===== src/rtl/tile_reader5x5.sv =====
// Reads one 5x5 tile back from the 160x120 pixel store and packs it into a 25-bit
// occupancy mask (bit 24 = top-left), flagging any pixel that matches a probe colour.
module tile_reader5x5 #(
  parameter int          RD_LAT    = 1,
  parameter logic [2:0]  BG_COLOUR = 3'b000,
  parameter logic [7:0]  MAX_TX    = 8'd31,
  parameter logic [6:0]  MAX_TY    = 7'd23
) (
  input  logic        clock,
  input  logic        reset_n,
  input  logic        start,
  input  logic [7:0]  x_in,
  input  logic [6:0]  y_in,
  input  logic [2:0]  probe_colour,
  output logic        rd_en,
  output logic [7:0]  rd_x,
  output logic [6:0]  rd_y,
  input  logic [2:0]  rd_data,
  output logic        busy,
  output logic        done,
  output logic [24:0] shape,
  output logic        hit,
  output logic        err
);

  typedef enum logic [1:0] {IDLE, READ, DRAIN, DONE} state_t;

  state_t      state_q, state_d;
  logic [7:0]  tx_q, tx_d;
  logic [6:0]  ty_q, ty_d;
  logic [2:0]  probe_q, probe_d;
  logic [2:0]  row_q, row_d;
  logic [2:0]  col_q, col_d;
  logic [1:0]  drain_q, drain_d;
  logic [7:0]  rd_x_q, rd_x_d;
  logic [6:0]  rd_y_q, rd_y_d;
  logic [24:0] shape_q, shape_d;
  logic        hit_q, hit_d;
  logic        err_q, err_d;

  logic [7:0]  base_x;
  logic [6:0]  base_y;
  logic [4:0]  idx_cur;
  logic        cap_vld;
  logic [4:0]  cap_idx;

  assign base_x  = (tx_q << 2) + tx_q;
  assign base_y  = (ty_q << 2) + ty_q;
  assign idx_cur = ({2'b00, row_q} << 2) + {2'b00, row_q} + {2'b00, col_q};

  assign rd_en = (state_q == READ);
  assign busy  = (state_q != IDLE);
  assign done  = (state_q == DONE);
  assign rd_x  = rd_x_q;
  assign rd_y  = rd_y_q;
  assign shape = shape_q;
  assign hit   = hit_q;
  assign err   = err_q;

  // Each stage carries (issued, pixel index) so returning data knows its mask bit.
  genvar gi;
  generate
    for (gi = 0; gi < RD_LAT; gi++) begin : g_pipe
      logic       v_q, v_d;
      logic [4:0] i_q, i_d;
      if (gi == 0) begin : g_head
        always_comb begin
          v_d = rd_en;
          i_d = idx_cur;
        end
      end else begin : g_tail
        always_comb begin
          v_d = g_pipe[gi-1].v_q;
          i_d = g_pipe[gi-1].i_q;
        end
      end
      always_ff @(posedge clock or negedge reset_n) begin
        if (!reset_n) begin
          v_q <= 1'b0;
          i_q <= 5'd0;
        end else begin
          v_q <= v_d;
          i_q <= i_d;
        end
      end
    end
  endgenerate

  assign cap_vld = g_pipe[RD_LAT-1].v_q;
  assign cap_idx = g_pipe[RD_LAT-1].i_q;

  always_comb begin
    state_d = state_q;
    tx_d    = tx_q;
    ty_d    = ty_q;
    probe_d = probe_q;
    row_d   = row_q;
    col_d   = col_q;
    drain_d = drain_q;
    rd_x_d  = rd_x_q;
    rd_y_d  = rd_y_q;
    shape_d = shape_q;
    hit_d   = hit_q;
    err_d   = err_q;

    if (cap_vld) begin
      shape_d[5'd24 - cap_idx] = (rd_data != BG_COLOUR);
      if (rd_data == probe_q) hit_d = 1'b1;
    end

    case (state_q)
      IDLE: begin
        if (start) begin
          tx_d    = x_in;
          ty_d    = y_in;
          probe_d = probe_colour;
          shape_d = '0;
          hit_d   = 1'b0;
          if (x_in > MAX_TX || y_in > MAX_TY) begin
            err_d   = 1'b1;
            state_d = DONE;
          end else begin
            err_d   = 1'b0;
            row_d   = 3'd0;
            col_d   = 3'd0;
            rd_x_d  = (x_in << 2) + x_in;
            rd_y_d  = (y_in << 2) + y_in;
            state_d = READ;
          end
        end
      end
      READ: begin
        if (col_q == 3'd4) begin
          if (row_q == 3'd4) begin
            // Last address stays on the bus through DRAIN.
            drain_d = 2'd0;
            state_d = DRAIN;
          end else begin
            col_d  = 3'd0;
            row_d  = row_q + 3'd1;
            rd_x_d = base_x;
            rd_y_d = rd_y_q + 7'd1;
          end
        end else begin
          col_d  = col_q + 3'd1;
          rd_x_d = rd_x_q + 8'd1;
        end
      end
      DRAIN: begin
        if (drain_q == 2'(RD_LAT - 1)) state_d = DONE;
        else                           drain_d = drain_q + 2'd1;
      end
      DONE: state_d = IDLE;
      default: state_d = IDLE;
    endcase
  end

  always_ff @(posedge clock or negedge reset_n) begin
    if (!reset_n) begin
      state_q <= IDLE;
      tx_q    <= 8'd0;
      ty_q    <= 7'd0;
      probe_q <= 3'd0;
      row_q   <= 3'd0;
      col_q   <= 3'd0;
      drain_q <= 2'd0;
      rd_x_q  <= 8'd0;
      rd_y_q  <= 7'd0;
      shape_q <= 25'd0;
      hit_q   <= 1'b0;
      err_q   <= 1'b0;
    end else begin
      state_q <= state_d;
      tx_q    <= tx_d;
      ty_q    <= ty_d;
      probe_q <= probe_d;
      row_q   <= row_d;
      col_q   <= col_d;
      drain_q <= drain_d;
      rd_x_q  <= rd_x_d;
      rd_y_q  <= rd_y_d;
      shape_q <= shape_d;
      hit_q   <= hit_d;
      err_q   <= err_d;
    end
  end

endmodule


===== config.mk =====
export PLATFORM = sky130hd
export DESIGN_NAME = tile_reader5x5
export DESIGN_NICKNAME = d
export VERILOG_FILES = /design/src/rtl/tile_reader5x5.sv
export SDC_FILE = /design/constraint.sdc
export NUM_CORES = 1
export LEC_CHECK = 0
export BUFFER_PORTS_ARGS = -buffer_cell sky130_fd_sc_hd__buf_2
export CORE_ASPECT_RATIO = 0.7
export CORE_UTILIZATION = 62
export DETAILED_ROUTE_END_ITERATION = 16
export PLACE_DENSITY_LB_ADDON = 0.2
export SLEW_MARGIN = 20
export SYNTH_ARGS = -nofsm -noshare
export SYNTH_HDL_FRONTEND = slang
export SYNTH_SLANG_ARGS = --single-unit

===== constraint.sdc =====
create_clock -name clock -period 3.4 [get_ports clock]
set_clock_uncertainty 0.1 [all_clocks]
set_input_delay 0.34 -clock clock [delete_from_list [all_inputs] [get_ports clock]]
set_output_delay 0.34 -clock clock [all_outputs]
set_load 0.03 [all_outputs]

## Word-level counts from Yosys, hierarchy flattened

Index checks and enable logic that the tools add are counted.

- Register bits: 69
- Output and inout bits: 45

- Add/subtract/negate cells: 11
- Magnitude comparators: 4
- Eq/ne operators: 14
- Mux-type cells: 39
- Reduce and logical (&&, ||, !) cells: 13

Operators by type and width:

| kind | count |
|---|---|
| $mux 25 | 3 |
| $mux 8 | 4 |
| $mux 7 | 4 |
| $bwmux 25 | 1 |
| $mux 3 | 6 |
| $add 8x8->8 | 2 |
| $mux 2 | 8 |
| $pmux 8 s2 | 1 |
| $pmux 7 s2 | 1 |
| $pmux 3 s2 | 2 |
| $reduce_and 4->1 | 3 |
| $add 5x3->5 | 2 |
| $ne 2x2->1 const B | 5 |
| $add 8x1->8 const B | 1 |
| $gt 8x5->1 const B | 1 |
| $pmux 2 s4 | 1 |
| $add 7x1->7 const B | 1 |
| $add 7x7->7 | 1 |
| $gt 7x5->1 const B | 1 |
| $add 3x1->3 const B | 2 |
| $eq 3x3->1 const B | 2 |
| $lt 5x6->1 const B | 1 |
| $mux 1 | 6 |
| $reduce_bool 2->1 | 3 |
| 16 further kinds | 19 |

## Depth between registers and ports, before layout

- Depth in word-level cells: 9
- Gate-level depth with buffers: 8
- Mapped depth without buffers: 8

## Least setup slack after synthesis

No wires, ideal clock.

- Path type: register to register
- From: reg state_q[1]
- To: reg drain_q[0]
- Setup time: 121 ps
- Arrival time: 1922 ps
- Data required time: 3179 ps
- Setup slack: 1257 ps
- Stages on the path, launching flop included: 8
- Period minus slack after synthesis: 2143 ps
- Cell sequence: dfrtp_1 inv_1 ha_1 clkinv_1 a31oi_1 nor2_1 mux2_2 a22o_1

- Word-level cells in the longest chain between the ends: 3
- Elaborated cells between the ends (all ways): 8
- Those cells by class: eq/ne: 5; mux: 1; reduce/logical: 2

RTL lines:

| what | RTL line | RTL |
|---|---|---|
| start, declared | 28 | `state_t state_q, state_d;` |
| start signal, assigned | 173 | `state_q <= state_d;` |
| $eq 2x1->1 (*) | - |  |
| via rd_en | 15 | `output logic rd_en,` |
| $ne 2x1->1 (no source line) / $reduce_bool 2->1 (equally long branches) | - |  |
| $reduce_and 4->1 (no source line) | - |  |
| end signal, assigned | 179 | `drain_q <= drain_d;` |
| end, declared | 34 | `logic [1:0] drain_q, drain_d;` |

The timed path passes the listed nets; every way through them passes the cells marked *.
A chain may end at the register's enable or synchronous reset.

## Final worst setup path

- From: reg state_q[1]
- To: reg drain_q[0]

- Word-level cells in the longest chain between the ends: 3
- Elaborated cells between the ends (all ways): 8
- Those cells by class: eq/ne: 5; mux: 1; reduce/logical: 2

RTL lines:

| what | RTL line | RTL |
|---|---|---|
| $eq 2x2->1 / $eq 2x1->1 (equally long branches) | 111 | `case (state_q)` |
| $ne 2x2->1 (no source line), or another cell as far along | - |  |
| $reduce_and 4->1 (no source line) | - |  |

Parallel ways exist; a longest one is shown, timed or not.

==> impl_metrics.yaml <==
grt:
  gr-total-overflow: 0
  grt_pass1_wl_mm: 16.30
  antenna_found_initial: 0
  grt_max_degree: 70
  grt_pass1_vias: 3353
  grt_usage: 0.2954
clocking:
  cts_buffers: 9
  cts_setup_buffers: 0
  h-tree-depth: 3
  hold_buffers: 0
  clk_path_buf_depth: 2
  numClockSinks: 69
  cts_resized: 0
  clockRootBuffer: "clkbuf_8"
  path_clk_slew_ns: 0.08
  cts_tree: "yes"
  insertion_delay_ns: 0.35
floorplanning:
  fp.dieW_microns: 101.5
  num_rows: 24
  start_util: 0.6659
  core_sq_um: 6456
  die_y_microns: 71.67
  die_area_sq_um: 7276
  io_pins: 69
yosys:
  ys_seq_elements: 69
  async_reset_ff_frac: 1.000
  syn_area_per_cell_sq_um: 9.771
  synth_edf_count: 0
  synth_top_cell_area_share: 0.4016
  syn_nets: 499
  yosys_warnings: 0
  synth_ff_type: "dfrtp_1"
  yosysTopAreaCell: "dfrtp_1"
  synth_area_sq_um: 4299
  synthTopCellsByArea: "dfrtp_1 40%, ha_1 8.7%, mux2i_1 4.9%"
  ys_seq_area_frac: 0.4016
  yosys.cell_types.count: 57
  postSynthCellCount: 440
run:
  drv_cap: 0
timing:
  period_minus_slack_ns: 2.482
  hold_ws_ns: 0.07099
  maxSlewViolCount: 0
  worst_slew_pin_slew_ns: 0.9337
  hold_viol: 0
  relSlewSlack: 0.3769
  post-route-period-util: 0.7301
  max_freq_mhz: 402.8
  fin_tns_setup_ns: 0
  setup_viol: 0
  rsz0062_at_grt: "false"
layout:
  postLayoutCoreUtil: 0.7595
  area_growth_pct: 14.06
  fill_cells: 455
  layout.nets: 565
  regArea_sq_um: 1727
  diodes: 0
  layout-drive-gt1-share: 0.2329
  multiInputGateArea_sq_um: 2432
worst_setup_path:
  crit_fanout: 22
  critPathRequiredTime_ns: 3.54
  crit_chain: "inv_1, ha_1, buf_4, clkinv_1, a31oi_1, nor2_1, mux2_2, a22o_1"
  critPathSlowestCell: "ha_1"
  reg2reg_depth: 8
  path_class: "reg -> reg"
  max_stage_delay_ns: 0.43
  arrival_ns: 2.62
  worstSetupStartpointType: "flip-flop"
  endpoint_kind: "flip-flop"
drt:
  via_per_inst: 5.932
  route.detailed.drc: 0
  firstDrtPassIters: 5
  wirelength_mm: 9.864
  detailroute.via_count: 3571
  drt_iter0_markers: 237
  ant_nets: 0
  wl_per_cell_microns: 16.39
place:
  port_buffers: 68
  routabilityCongestion: 0.8666
  post-dp-hpwl_mm: 7.104
power:
  power.leakage_nw: 2.413
  p_per_area_nw_per_um2: 848.6
  irDropWorstVdd_mv: 0.4551
outcome:
  status: "finished clean"
hold_path:
  hold_class: "in -> async"
metrics by stage:
step	power, mW	instances	setup slack (ns)	area, sq um
after global routing	4.446	602	0.7136	4903
after detailed placement	3.518	586	0.9415	4718
after floorplan	2.882	440	1.257	4299
after global placement	3.437	586	1.043	4718
after CTS	4.159	602	0.9374	4903
final	4.161	602	0.9176	4903
worst paths after layout:
kind | from | endpoint | slack, ns
max | state_q[1]$_DFFE_PN0P_ | drain_q[0]$_DFFE_PN0P_ | 0.92
min | reset_n | rd_y[2]$_DFFE_PN0P_ | 0.07
max reg2reg | state_q[1]$_DFFE_PN0P_ | drain_q[0]$_DFFE_PN0P_ | 0.92
min reg2reg | err$_DFFE_PN0P_ | err$_DFFE_PN0P_ | 0.41
max in group asynchronous | reset_n | shape[10]$_DFF_PN0_ | 2.55
min in group clock | probe_colour[0] | probe_q[0]$_DFFE_PN0P_ | 0.12
synthesized netlist by cell type, drive strengths merged, types with 5 or more instances:
library cell,n
a21o,10
ha,30
nor3,17
fa,5
a21oi,24
buf,8
clkbuf,10
inv,17
nand2,34
xor2,7
mux2,14
and3,5
xnor2,11
mux2i,21
o21ai,23
nand3,15
nor4,6
nor2,51
dfrtp,69
layout make-up:
type,instances,area share
multi-input cells,335,0.4960
flip-flops and latches,69,0.3521
repair buffers,73,0.07706
clock buffers,10,0.02807
well taps,91,0.02322
inverters,18,0.01378
clock inverters,6,0.009696
where the power goes:
group          internal, mW  switching [mW]  total, mW
Clock                 0.288           0.348      0.636
Combinational         0.812            1.28       2.09
Sequential             1.10           0.334       1.44
Total                  2.20            1.96       4.16
cells in the final DEF (no fill, tap or decap), drive strengths merged, types with 5 or more instances in the layout:
cell / synthesis / routed
mux2i: 21 / 21
buf: 8 / 73
xnor2: 11 / 11
ha: 30 / 30
xor2: 7 / 7
a21o: 10 / 10
inv: 17 / 18
mux2: 14 / 14
o21ai: 23 / 23
nand3: 15 / 15
fa: 5 / 5
nor4: 6 / 6
nor2: 51 / 51
and3: 5 / 5
clkbuf: 10 / 10
dfrtp: 69 / 69
nand2: 34 / 34
a21oi: 24 / 24
nor3: 17 / 17
flip-flops by register name, summed over array words and instances (netlist names):
| name | cells |
|---|---|
| rd_x | 8 |
| hit | 1 |
| err | 1 |
| rd_y | 7 |
| cap_idx | 5 |
| state_q | 2 |
| row_q | 3 |
| tx_q | 8 |
| col_q | 3 |
| probe_q | 3 |
| shape | 25 |
| cap_vld | 1 |
| drain_q | 2 |
logic make-up (layout without fill, tap and decap cells):
kind of cell,count (synthesis),in the layout,share of synthesized area
AO/OA/AOI/OAI,87,87,0.1362
XOR/XNOR,18,18,0.03667
adder cells (fa/ha/maj),35,35,0.1106
buffers and inverters,36,107,0.03318
flip-flops,69,69,0.4016
multiplexers,35,35,0.08556
AND/OR/NAND/NOR,160,160,0.1962
critical path: cells and delay by family, from the launching register on:
kind                       cells  cell delay (ns)
DFF                            1             0.41
and+or+nand+nor                1             0.11
AOI/OAI and AO/OA              2             0.48
adders and majority gates      1             0.43
muxes                          1             0.27
buffers and inverters          3             0.56
metal layers:
metal	share of wire	GRT usage	wire [microns]
met3	0.065	0.06244	643
met1	0.47	0.4298	4624
met5	0	0	0
met4	0.012	0.09179	121
met2	0.45	0.4429	4475
No activity file was read; power rests on OpenSTA's default activity.
